===== src/rtl/mem2axi_pkg.sv =====
// Shared definitions for the memory <-> AXI4-Lite bridges.
// Holds the AXI response encodings, the channel widths and the one-hot
// state encoding of the master-side bridge FSM.
package mem2axi_pkg;

  // AXI4-Lite channel widths that do not depend on the bus parameters
  localparam int unsigned RESP_WIDTH  = 2;
  localparam int unsigned STATE_WIDTH = 6;

  // BRESP / RRESP encodings, shared with the slave-side memory bridge
  typedef enum logic [RESP_WIDTH-1:0] {
    RESP_OKAY   = 2'b00,
    RESP_EXOKAY = 2'b01,
    RESP_SLVERR = 2'b10,
    RESP_DECERR = 2'b11
  } axi_resp_e;

  // Bit positions of the one-hot state vector
  localparam int unsigned ST_IDLE    = 0;
  localparam int unsigned ST_WR_REQ  = 1;
  localparam int unsigned ST_WR_RESP = 2;
  localparam int unsigned ST_RD_REQ  = 3;
  localparam int unsigned ST_RD_RESP = 4;
  localparam int unsigned ST_CLI_RSP = 5;

  typedef enum logic [STATE_WIDTH-1:0] {
    S_IDLE    = STATE_WIDTH'(1) << ST_IDLE,
    S_WR_REQ  = STATE_WIDTH'(1) << ST_WR_REQ,
    S_WR_RESP = STATE_WIDTH'(1) << ST_WR_RESP,
    S_RD_REQ  = STATE_WIDTH'(1) << ST_RD_REQ,
    S_RD_RESP = STATE_WIDTH'(1) << ST_RD_RESP,
    S_CLI_RSP = STATE_WIDTH'(1) << ST_CLI_RSP
  } state_e;

endpackage


===== src/rtl/mem2axi.sv =====
// mem2axi: AXI4-Lite master bridge.
// Turns a single-beat memory-style request/response interface into
// AXI4-Lite AW/W/B (write) or AR/R (read) transactions, one at a time.
//
// Ports
//   i_w_aclk, i_w_areset_n        clock, synchronous active-low reset
//   i_w_req_*/o_w_req_ready       client request (we, addr, wdata)
//   o_w_rsp_*/i_w_rsp_ready       client response (we echo, rdata, resp)
//   AW/W/B, AR/R                  AXI4-Lite master channels
//
// Configuration
//   MEM2AXI_WSTRB_EN  adds i_w_req_wstrb / o_w_wstrb; without it the slave
//                     treats the missing WSTRB as all-ones.
//
// DATA_WIDTH must be 32 or 64. Every output is a register or a decode of
// the one-hot state; no AXI input reaches an AXI output combinationally.
module mem2axi
  import mem2axi_pkg::*;
#(
  parameter int unsigned ADDR_WIDTH = 32,
  parameter int unsigned DATA_WIDTH = 32
) (
  input  logic                  i_w_aclk,
  input  logic                  i_w_areset_n,
  // client request
  input  logic                  i_w_req_valid,
  output logic                  o_w_req_ready,
  input  logic                  i_w_req_we,
  input  logic [ADDR_WIDTH-1:0] i_w_req_addr,
  input  logic [DATA_WIDTH-1:0] i_w_req_wdata,
`ifdef MEM2AXI_WSTRB_EN
  input  logic [DATA_WIDTH/8-1:0] i_w_req_wstrb,
`endif
  // client response
  output logic                  o_w_rsp_valid,
  input  logic                  i_w_rsp_ready,
  output logic                  o_w_rsp_we,
  output logic [DATA_WIDTH-1:0] o_w_rsp_rdata,
  output logic [RESP_WIDTH-1:0] o_w_rsp_resp,
  // AW channel
  output logic                  o_w_awvalid,
  input  logic                  i_w_awready,
  output logic [ADDR_WIDTH-1:0] o_w_awaddr,
  // W channel
  output logic                  o_w_wvalid,
  input  logic                  i_w_wready,
  output logic [DATA_WIDTH-1:0] o_w_wdata,
`ifdef MEM2AXI_WSTRB_EN
  output logic [DATA_WIDTH/8-1:0] o_w_wstrb,
`endif
  // B channel
  input  logic                  i_w_bvalid,
  output logic                  o_w_bready,
  input  logic [RESP_WIDTH-1:0] i_w_bresp,
  // AR channel
  output logic                  o_w_arvalid,
  input  logic                  i_w_arready,
  output logic [ADDR_WIDTH-1:0] o_w_araddr,
  // R channel
  input  logic                  i_w_rvalid,
  output logic                  o_w_rready,
  input  logic [RESP_WIDTH-1:0] i_w_rresp,
  input  logic [DATA_WIDTH-1:0] i_w_rdata
);

  localparam int unsigned STRB_WIDTH = DATA_WIDTH / 8;

  state_e                  state, state_nxt;
  logic                    aw_pend, aw_pend_nxt;
  logic                    w_pend, w_pend_nxt;
  logic                    we_q, we_nxt;
  logic [ADDR_WIDTH-1:0]   addr_q, addr_nxt;
  logic [DATA_WIDTH-1:0]   wdata_q, wdata_nxt;
  logic [DATA_WIDTH-1:0]   rdata_q, rdata_nxt;
  logic [RESP_WIDTH-1:0]   resp_q, resp_nxt;
`ifdef MEM2AXI_WSTRB_EN
  logic [STRB_WIDTH-1:0]   wstrb_q, wstrb_nxt;
`endif

  // State and datapath registers
  always_ff @(posedge i_w_aclk) begin
    if (!i_w_areset_n) begin
      state   <= S_IDLE;
      aw_pend <= 1'b0;
      w_pend  <= 1'b0;
      we_q    <= 1'b0;
      addr_q  <= '0;
      wdata_q <= '0;
      rdata_q <= '0;
      resp_q  <= '0;
`ifdef MEM2AXI_WSTRB_EN
      wstrb_q <= '0;
`endif
    end else begin
      state   <= state_nxt;
      aw_pend <= aw_pend_nxt;
      w_pend  <= w_pend_nxt;
      we_q    <= we_nxt;
      addr_q  <= addr_nxt;
      wdata_q <= wdata_nxt;
      rdata_q <= rdata_nxt;
      resp_q  <= resp_nxt;
`ifdef MEM2AXI_WSTRB_EN
      wstrb_q <= wstrb_nxt;
`endif
    end
  end

  // Next-state and next-register logic
  always_comb begin
    state_nxt   = state;
    aw_pend_nxt = aw_pend;
    w_pend_nxt  = w_pend;
    we_nxt      = we_q;
    addr_nxt    = addr_q;
    wdata_nxt   = wdata_q;
    rdata_nxt   = rdata_q;
    resp_nxt    = resp_q;
`ifdef MEM2AXI_WSTRB_EN
    wstrb_nxt   = wstrb_q;
`endif

    case (state)
      S_IDLE: begin
        if (i_w_req_valid) begin
          we_nxt    = i_w_req_we;
          addr_nxt  = i_w_req_addr;
          wdata_nxt = i_w_req_wdata;
`ifdef MEM2AXI_WSTRB_EN
          wstrb_nxt = i_w_req_wstrb;
`endif
          if (i_w_req_we) begin
            aw_pend_nxt = 1'b1;
            w_pend_nxt  = 1'b1;
            state_nxt   = S_WR_REQ;
          end else begin
            state_nxt   = S_RD_REQ;
          end
        end
      end

      // AW and W complete independently, in either order
      S_WR_REQ: begin
        if (i_w_awready) aw_pend_nxt = 1'b0;
        if (i_w_wready)  w_pend_nxt  = 1'b0;
        if (!aw_pend_nxt && !w_pend_nxt) state_nxt = S_WR_RESP;
      end

      S_WR_RESP: begin
        if (i_w_bvalid) begin
          resp_nxt  = i_w_bresp;
          rdata_nxt = '0;
          state_nxt = S_CLI_RSP;
        end
      end

      S_RD_REQ: begin
        if (i_w_arready) state_nxt = S_RD_RESP;
      end

      S_RD_RESP: begin
        if (i_w_rvalid) begin
          resp_nxt  = i_w_rresp;
          rdata_nxt = i_w_rdata;
          state_nxt = S_CLI_RSP;
        end
      end

      S_CLI_RSP: begin
        if (i_w_rsp_ready) state_nxt = S_IDLE;
      end

      default: begin
        aw_pend_nxt = 1'b0;
        w_pend_nxt  = 1'b0;
        state_nxt   = S_IDLE;
      end
    endcase
  end

  // Handshake outputs decoded from the one-hot state
  assign o_w_req_ready = state[ST_IDLE];
  assign o_w_bready    = state[ST_WR_RESP];
  assign o_w_arvalid   = state[ST_RD_REQ];
  assign o_w_rready    = state[ST_RD_RESP];
  assign o_w_rsp_valid = state[ST_CLI_RSP];
  assign o_w_awvalid   = aw_pend;
  assign o_w_wvalid    = w_pend;

  // Payload outputs come straight from the latched registers
  assign o_w_awaddr    = addr_q;
  assign o_w_araddr    = addr_q;
  assign o_w_wdata     = wdata_q;
`ifdef MEM2AXI_WSTRB_EN
  assign o_w_wstrb     = wstrb_q;
`endif
  assign o_w_rsp_we    = we_q;
  assign o_w_rsp_rdata = rdata_q;
  assign o_w_rsp_resp  = resp_q;

endmodule


===== config.mk =====
export PLATFORM = sky130hd
export DESIGN_NAME = mem2axi
export DESIGN_NICKNAME = d
export VERILOG_FILES = /design/src/rtl/mem2axi_pkg.sv /design/src/rtl/mem2axi.sv
export SDC_FILE = /design/constraint.sdc
export NUM_CORES = 1
export LEC_CHECK = 0
export ABC_CLOCK_PERIOD_IN_PS = 3100
export BUFFER_PORTS_ARGS = -buffer_cell sky130_fd_sc_hd__buf_2
export CORE_MARGIN = 3
export CORE_UTILIZATION = 30
export DETAILED_ROUTE_END_ITERATION = 6
export PLACE_DENSITY_LB_ADDON = 0.05
export REMOVE_ABC_BUFFERS = 1
export SLEW_MARGIN = 20
export SYNTH_ARGS = -nofsm -noshare
export SYNTH_HDL_FRONTEND = slang
export SYNTH_SLANG_ARGS = --single-unit

===== constraint.sdc =====
create_clock -name i_w_aclk -period 3.1 [get_ports i_w_aclk]
set_clock_uncertainty 0.2 [all_clocks]
set_input_delay 0 -clock i_w_aclk [delete_from_list [all_inputs] [get_ports i_w_aclk]]
set_output_delay 0 -clock i_w_aclk [all_outputs]
set_load 0.02 [all_outputs]

==> flow_summary_export.csv, run 1 <==
group,metric,value,unit
die,start_util,0.313,
drt,wl_per_cell,14.2,um
timing,fmax,355,MHz
place,place_hpwl,9.24,mm
pwr,pwr-share-clk,0.343,
setup_path,critPathMaxFanout,47,
clock_tree,cts_tree,"done",
clock_tree,cts_max_level,3,
die,core-area,0.0142,mm^2
setup_path,r2r_start,"state[1]$_SDFFE_PN0P_",
global_routing,grt_pass1_wl,22.6,mm
final_layout,drive_gt1_frac,0.342,
clock_tree,cts_buffers,9,
pwr,seqPwrFrac,0.404,
final_layout,fill_cells,1374,
global_routing,grt_usage,0.173,
synth,synth_most_common_cell,"nand2_1",
setup_path,start_kind,"register",
setup_path,criticalPathCategory,"reg -> reg",
final_layout,multi_input_area,0.00188,mm^2
status,outcome,"completed",
pwr,peakVddDrop,0.343,mV
synth,synth_common_cells,"137 x nand2_1, 107 x dfxtp_1, 55 x a21boi_1",
timing,hold_viol_final,0,
worst_hold_path,hp-class,"in -> reg",
clock_tree,clk_path_buf_depth,2,
synth,synth_top_area_share,0.482,
synth,synth.avg_cell_area,8.80,um^2
die,io-pin-count,248,
pwr,p_sw,1190,uW
synth,syn_area,0.00444,mm^2
pwr,totalPowerFinal,3910,uW
synth,yosysTopAreaCell,"dfxtp_1",
synth,synth_seq_area_share,0.482,
drt,vias,4500,
clock_tree,root_buffer,"clkbuf_16",
pwr,p_per_area,554,mW/mm^2
die,num_rows,43,
synth,netlist_top_cells_area,"dfxtp_1 48%, nand2_1 12%, a21boi_1 9.3%, a22oi_1 5.6%, buf_4 5.6%",
timing,finalSetupViolations,0,
synth,synthArstFlopShare,0,
timing,final.setup.tns,0,ns
drt,via_per_inst,4.52,
setup_path,crit_start,"state[1]$_SDFFE_PN0P_",
global_routing,grt_pass1_vias,4588,
final_layout,area_growth,58.6,%
global_routing,overflow,0,
timing,maxSlewViolCount,0,
drt,drt_iter0_markers,216,
pwr,sw_frac_of_total,0.305,
drt,drtAntennaViolNets,0,
clock_tree,clk_latency,0.35,ns
die,die_w,128,um
setup_path,crit_arrival,2.86,ns
final_layout,seq_area,0.00214,mm^2
die,die_area,0.0163,mm^2
final_layout,fin_nets,921,
pwr,power_frac_comb,0.253,
timing,relSlewSlack,0.643,
timing,rsz0062_at_grt,"false",
clock_tree,cts_setup_buffers,0,
synth,synth-edff-count,0,
timing,fin_crit_sh,0.908,
global_routing,grt_max_degree,65,
setup_path,rr_worst_depth,6,
place,io_buffers,247,
place,gp_congestion,0.804,
setup_path,regToRegSetupSlack,0.28,ns
clock_tree,cts_sinks,107,
final_layout,antenna_cells,0,
setup_path,crit_end,"o_w_araddr[8]$_SDFFE_PN0P_",
synth,synth_seq_cells,107,
synth,synth_cells,505,
drt,drc,0,
pwr,intPower,2710,uW
synth,yosysUniqueCellTypes,41,
setup_path,end_kind,"register",
clock_tree,clk_pin_slew,0.07,ns
pwr,p_leak,0.00330,uW
setup_path,worst_r2r_endpoint,"o_w_araddr[8]$_SDFFE_PN0P_",
drt,first_pass_iters,4,
timing,worstMarginPinSlew,0.536,ns
timing,finalCriticalPeriod,2.82,ns
setup_path,worstPathRequired,3.14,ns
drt,drt_wl_total,14.1,mm
synth,yosys_most_used_dff,"dfxtp_1",
global_routing,grt_antenna_before_repair,0,
synth,yosys_warnings,0,
die,die_h,128,um
job,maxCapViolations,0,
[cells by family (layout without fill, tap and decap cells)]
group,Yosys count,in the layout,synth area share
flip-flops,107,107,0.482
AND/OR/NAND/NOR,204,204,0.217
buffers and inverters,74,385,0.0960
multiplexers,4,4,0.00957
AO/OA/AOI/OAI,115,115,0.193
XOR/XNOR,1,1,0.00197
[what timing repair did]
action | in CTS | in global routing
endpoints found under the hold margin | 107 | 0
hold buffers | 113 | 0
gates resized for setup | 0 | 0
[critical path, stage by stage (launching register included)]
cell           delay (ns)
dfxtp_1              0.42
nor4_4               0.44
nand3_2              0.51
buf_12               0.37
nand2_1              0.09
a21boi_0             0.08
dlygate4sd3_1        0.56
[placed cells by master, fill, tap and decap left out, types with 3 or more instances in the layout]
master,synthesis,final
nor2b_1,36,36
clkbuf_16,0,9
inv_1,3,3
a21boi_0,12,12
nand2b_1,3,3
a21boi_1,55,55
dfxtp_1,107,107
o21ai_0,4,4
buf_2,8,247
nand3b_1,5,5
bufinv_16,0,3
nand2_1,137,137
a22oi_1,33,33
dlygate4sd3_1,0,113
o211ai_1,3,3
buf_4,33,4
nor2_1,7,6
[per-layer routing]
layer	track usage	part of all wire	vias up
met5	0	0	-
met4	0.0755	0.032	0
met3	0.0517	0.062	32
met2	0.303	0.49	153
met1	0.194	0.42	2062
li1	-	-	2253
[worst min path at each step]
stage | startpoint | endpoint | slack, ns | cells after the start
2_1_floorplan | i_w_areset_n | state[0]$_SDFFE_PN1P_ | -0.12 | 1
4_1_cts | i_w_req_addr[28] | o_w_araddr[28]$_SDFFE_PN0P_ | 0.20 | 4
3_3_place_gp | i_w_req_addr[21] | o_w_araddr[21]$_SDFFE_PN0P_ | 0.04 | 3
5_1_grt | i_w_req_addr[16] | o_w_araddr[16]$_SDFFE_PN0P_ | 0.23 | 4
6_report | i_w_req_addr[16] | o_w_araddr[16]$_SDFFE_PN0P_ | 0.22 | 4
3_5_place_dp | i_w_req_wdata[24] | o_w_wdata[24]$_SDFFE_PN0P_ | 0.05 | 3
[through the flow]
step,utilization,instance area (um^2),cells,worst slack (ns),hold WS [ns]
4_1_cts,0.496,7050,996,0.283,0.204
2_1_floorplan,-,4030,434,0.249,-0.121
5_1_grt,0.496,7050,996,0.0910,0.226
6_report,0.496,7050,996,0.284,0.223
3_5_place_dp,0.392,5570,867,0.793,0.0473
3_3_place_gp,0.392,5570,867,0.853,0.0388
[area by class of cell]
cell class	count	area share
well taps	180	0.0319
repair buffers	366	0.346
multi-input cells	324	0.267
clock inverters	6	0.0158
clock buffers	10	0.0339
flip-flops and latches	107	0.304
inverters	3	0.00160
[power groups by stage]
stage          combinational [uW]  sequential [uW]  clock, uW
4_1_cts                       998             1580       1390
3_5_place_dp                  878             1610          0
5_1_grt                      1080             1600       1440
6_report                      986             1580       1340
3_3_place_gp                  875             1600          0
2_1_floorplan                 293             1810          0
[flip-flops by register name (all words and copies together) (netlist names)]
register and cells:
o_w_rsp_resp 2, o_w_wdata 32, o_w_rsp_rdata 32, state 6, o_w_rsp_we 1, o_w_araddr 32
o_w_wvalid 1, o_w_awvalid 1
Note: power is estimated with default switching activity, not from simulation.
==> inputs of run 2 (changes only) <==
Settings changed: CORE_MARGIN 3 to unset, HOLD_SLACK_MARGIN set to 0.08.
==> flow_summary_export.csv, run 2 (same netlist as run 1, synthesis figures left out) <==
group,metric,value,unit
pwr,totalPowerFinal,3620,uW
drt,vias,4404,
pwr,sw_frac_of_total,0.320,
clock_tree,cts_max_level,3,
setup_path,rr_worst_depth,6,
final_layout,area_growth,56.5,%
global_routing,grt_usage,0.169,
pwr,seqPwrFrac,0.436,
setup_path,crit_family,"simple AND/OR/NAND/NOR gates",
setup_path,slowest_stage,"or4_4",
worst_hold_path,min-delay-start,"i_w_req_addr[13]",
place,gp_congestion,0.819,
global_routing,grt_antenna_before_repair,0,
drt,first_pass_iters,4,
final_layout,layout_commonest_cell,"buf_2",
timing,relSlewSlack,0.524,
timing,whs,0.224,ns
setup_path,r2r_start,"state[5]$_SDFFE_PN0P_",
final_layout,fill_cells,1451,
drt,drt_iter0_markers,274,
timing,rsz0062_at_grt,"false",
drt,via_per_inst,4.41,
clock_tree,cts_buffers,9,
pwr,p_per_area,521,mW/mm^2
clock_tree,clk_path_buf_depth,2,
timing,fin_crit_sh,0.899,
place,io_buffers,247,
setup_path,end_kind,"register",
setup_path,criticalPathCategory,"reg -> reg",
global_routing,grt_pass1_vias,4071,
timing,worstMarginPinSlew,0.714,ns
drt,drtAntennaViolNets,0,
clock_tree,clk_pin_slew,0.07,ns
setup_path,slowest_delay,0.57,ns
drt,drt_wl_total,13.1,mm
final_layout,fin_nets,920,
global_routing,overflow,0,
place,place_hpwl,8.44,mm
timing,maxSlewViolCount,0,
pwr,intPower,2460,uW
drt,drc,0,
pwr,p_sw,1160,uW
setup_path,path_buf_inv,1,
timing,fmax,359,MHz
final_layout,layout_common_cells,"247 x buf_2, 137 x nand2_1, 112 x dlygate4sd3_1",
die,start_util,0.307,
setup_path,worst_r2r_endpoint,"o_w_awvalid$_SDFFE_PN0P_",
clock_tree,cts_sinks,107,
setup_path,crit_top_cell,"or4b_1",
setup_path,crit_arrival,2.83,ns
global_routing,grt_max_degree,67,
pwr,peakVddDrop,0.403,mV
timing,finalCriticalPeriod,2.79,ns
clock_tree,clk_latency,0.35,ns
setup_path,start_kind,"register",
clock_tree,root_buffer,"clkbuf_16",
die,num_rows,44,
die,io-pin-count,248,
setup_path,critPathMaxFanout,10,
global_routing,grt_pass1_wl,20.1,mm
job,maxCapViolations,0,
pwr,pwr-share-clk,0.296,
clock_tree,post_cts_resized,0,
worst_hold_path,hold_depth,4,
worst_hold_path,hp-class,"in -> reg",
die,die_h,124,um
timing,final.setup.tns,0,ns
timing,hold_viol_final,0,
die,core-area,0.0145,mm^2
final_layout,antenna_cells,0,
setup_path,regToRegSetupSlack,0.31,ns
final_layout,drive_gt1_frac,0.340,
worst_hold_path,whs_endpoint,"o_w_araddr[13]$_SDFFE_PN0P_",
pwr,power_frac_comb,0.268,
status,outcome,"completed",
setup_path,worstPathRequired,3.14,ns
timing,finalSetupViolations,0,
setup_path,cp_cell_sequence,"or4_4, or4b_1, o211a_2, or4b_1, nand2_1, dlygate4sd3_1",
drt,wl_per_cell,13.1,um
pwr,p_leak,0.00324,uW
die,die_area,0.0153,mm^2
clock_tree,cts_tree,"done",
die,die_w,124,um
==> run 2: final cells by class <==
cell class | instances | area [um^2] | share of cell area
timing repair buffer | 365 | 2410 | 0.347
multi-input combinational | 324 | 1880 | 0.271
tap | 184 | 230 | 0.0331
inverter | 3 | 11.3 | 0.00162
clock inverter | 4 | 26.3 | 0.00378
clock buffer | 12 | 246 | 0.0354
sequential | 107 | 2140 | 0.308
==> run 2: worst max-delay path by stage <==
stage / from / endpoint / slack [ns] / cells after the start
final: state[5]$_SDFFE_PN0P_ / o_w_awvalid$_SDFFE_PN0P_ / 0.31 / 6
after global routing: state[5]$_SDFFE_PN0P_ / o_w_wvalid$_SDFFE_PN0P_ / 0.24 / 6
after CTS: state[5]$_SDFFE_PN0P_ / o_w_wvalid$_SDFFE_PN0P_ / 0.33 / 6
after detailed placement: state[0]$_SDFFE_PN1P_ / o_w_wdata[19]$_SDFFE_PN0P_ / 0.83 / 5
after global placement: state[1]$_SDFFE_PN0P_ / o_w_rsp_rdata[5]$_SDFFE_PN0P_ / 0.87 / 6
after floorplan: state[0]$_SDFFE_PN1P_ / state[3]$_SDFFE_PN0P_ / 0.25 / 4
==> run 2: tightest hold or removal path, cell delays in order <==
cell,delay [ns]
dlygate4sd3_1,0.52
buf_2,0.12
nand2_1,0.04
a21boi_1,0.05
==> run 2: what timing repair did <==
item,in CTS,in global routing
endpoints found under the hold margin,107,0
buffers inserted,0,0
hold buffers,112,0
==> run 2: through the flow <==
stage                     worst slack (ns)  area, um^2  cells  utilization
after floorplan                      0.249        4030    434            -
after global placement               0.868        5560    871        0.384
after detailed placement             0.830        5560    871        0.384
after CTS                            0.325        6960    999        0.480
after global routing                 0.238        6960    999        0.480
final                                0.312        6960    999        0.480
==> run 2: power by group through the flow <==
stage / Clock (uW) / Sequential (uW) / Combinational (uW)
floorplan: 0 / 1810 / 293
global placement: 0 / 1600 / 857
detailed placement: 0 / 1610 / 860
CTS: 1130 / 1580 / 982
global route: 1180 / 1600 / 1070
finish: 1070 / 1580 / 972
==> run 2: routing by layer <==
metal,vias up,GRT usage,part of all wire
li1,2251,-,-
met2,129,0.289,0.50
met4,0,0.0467,0.011
met3,11,0.0517,0.063
met1,2013,0.204,0.43
met5,-,0,0
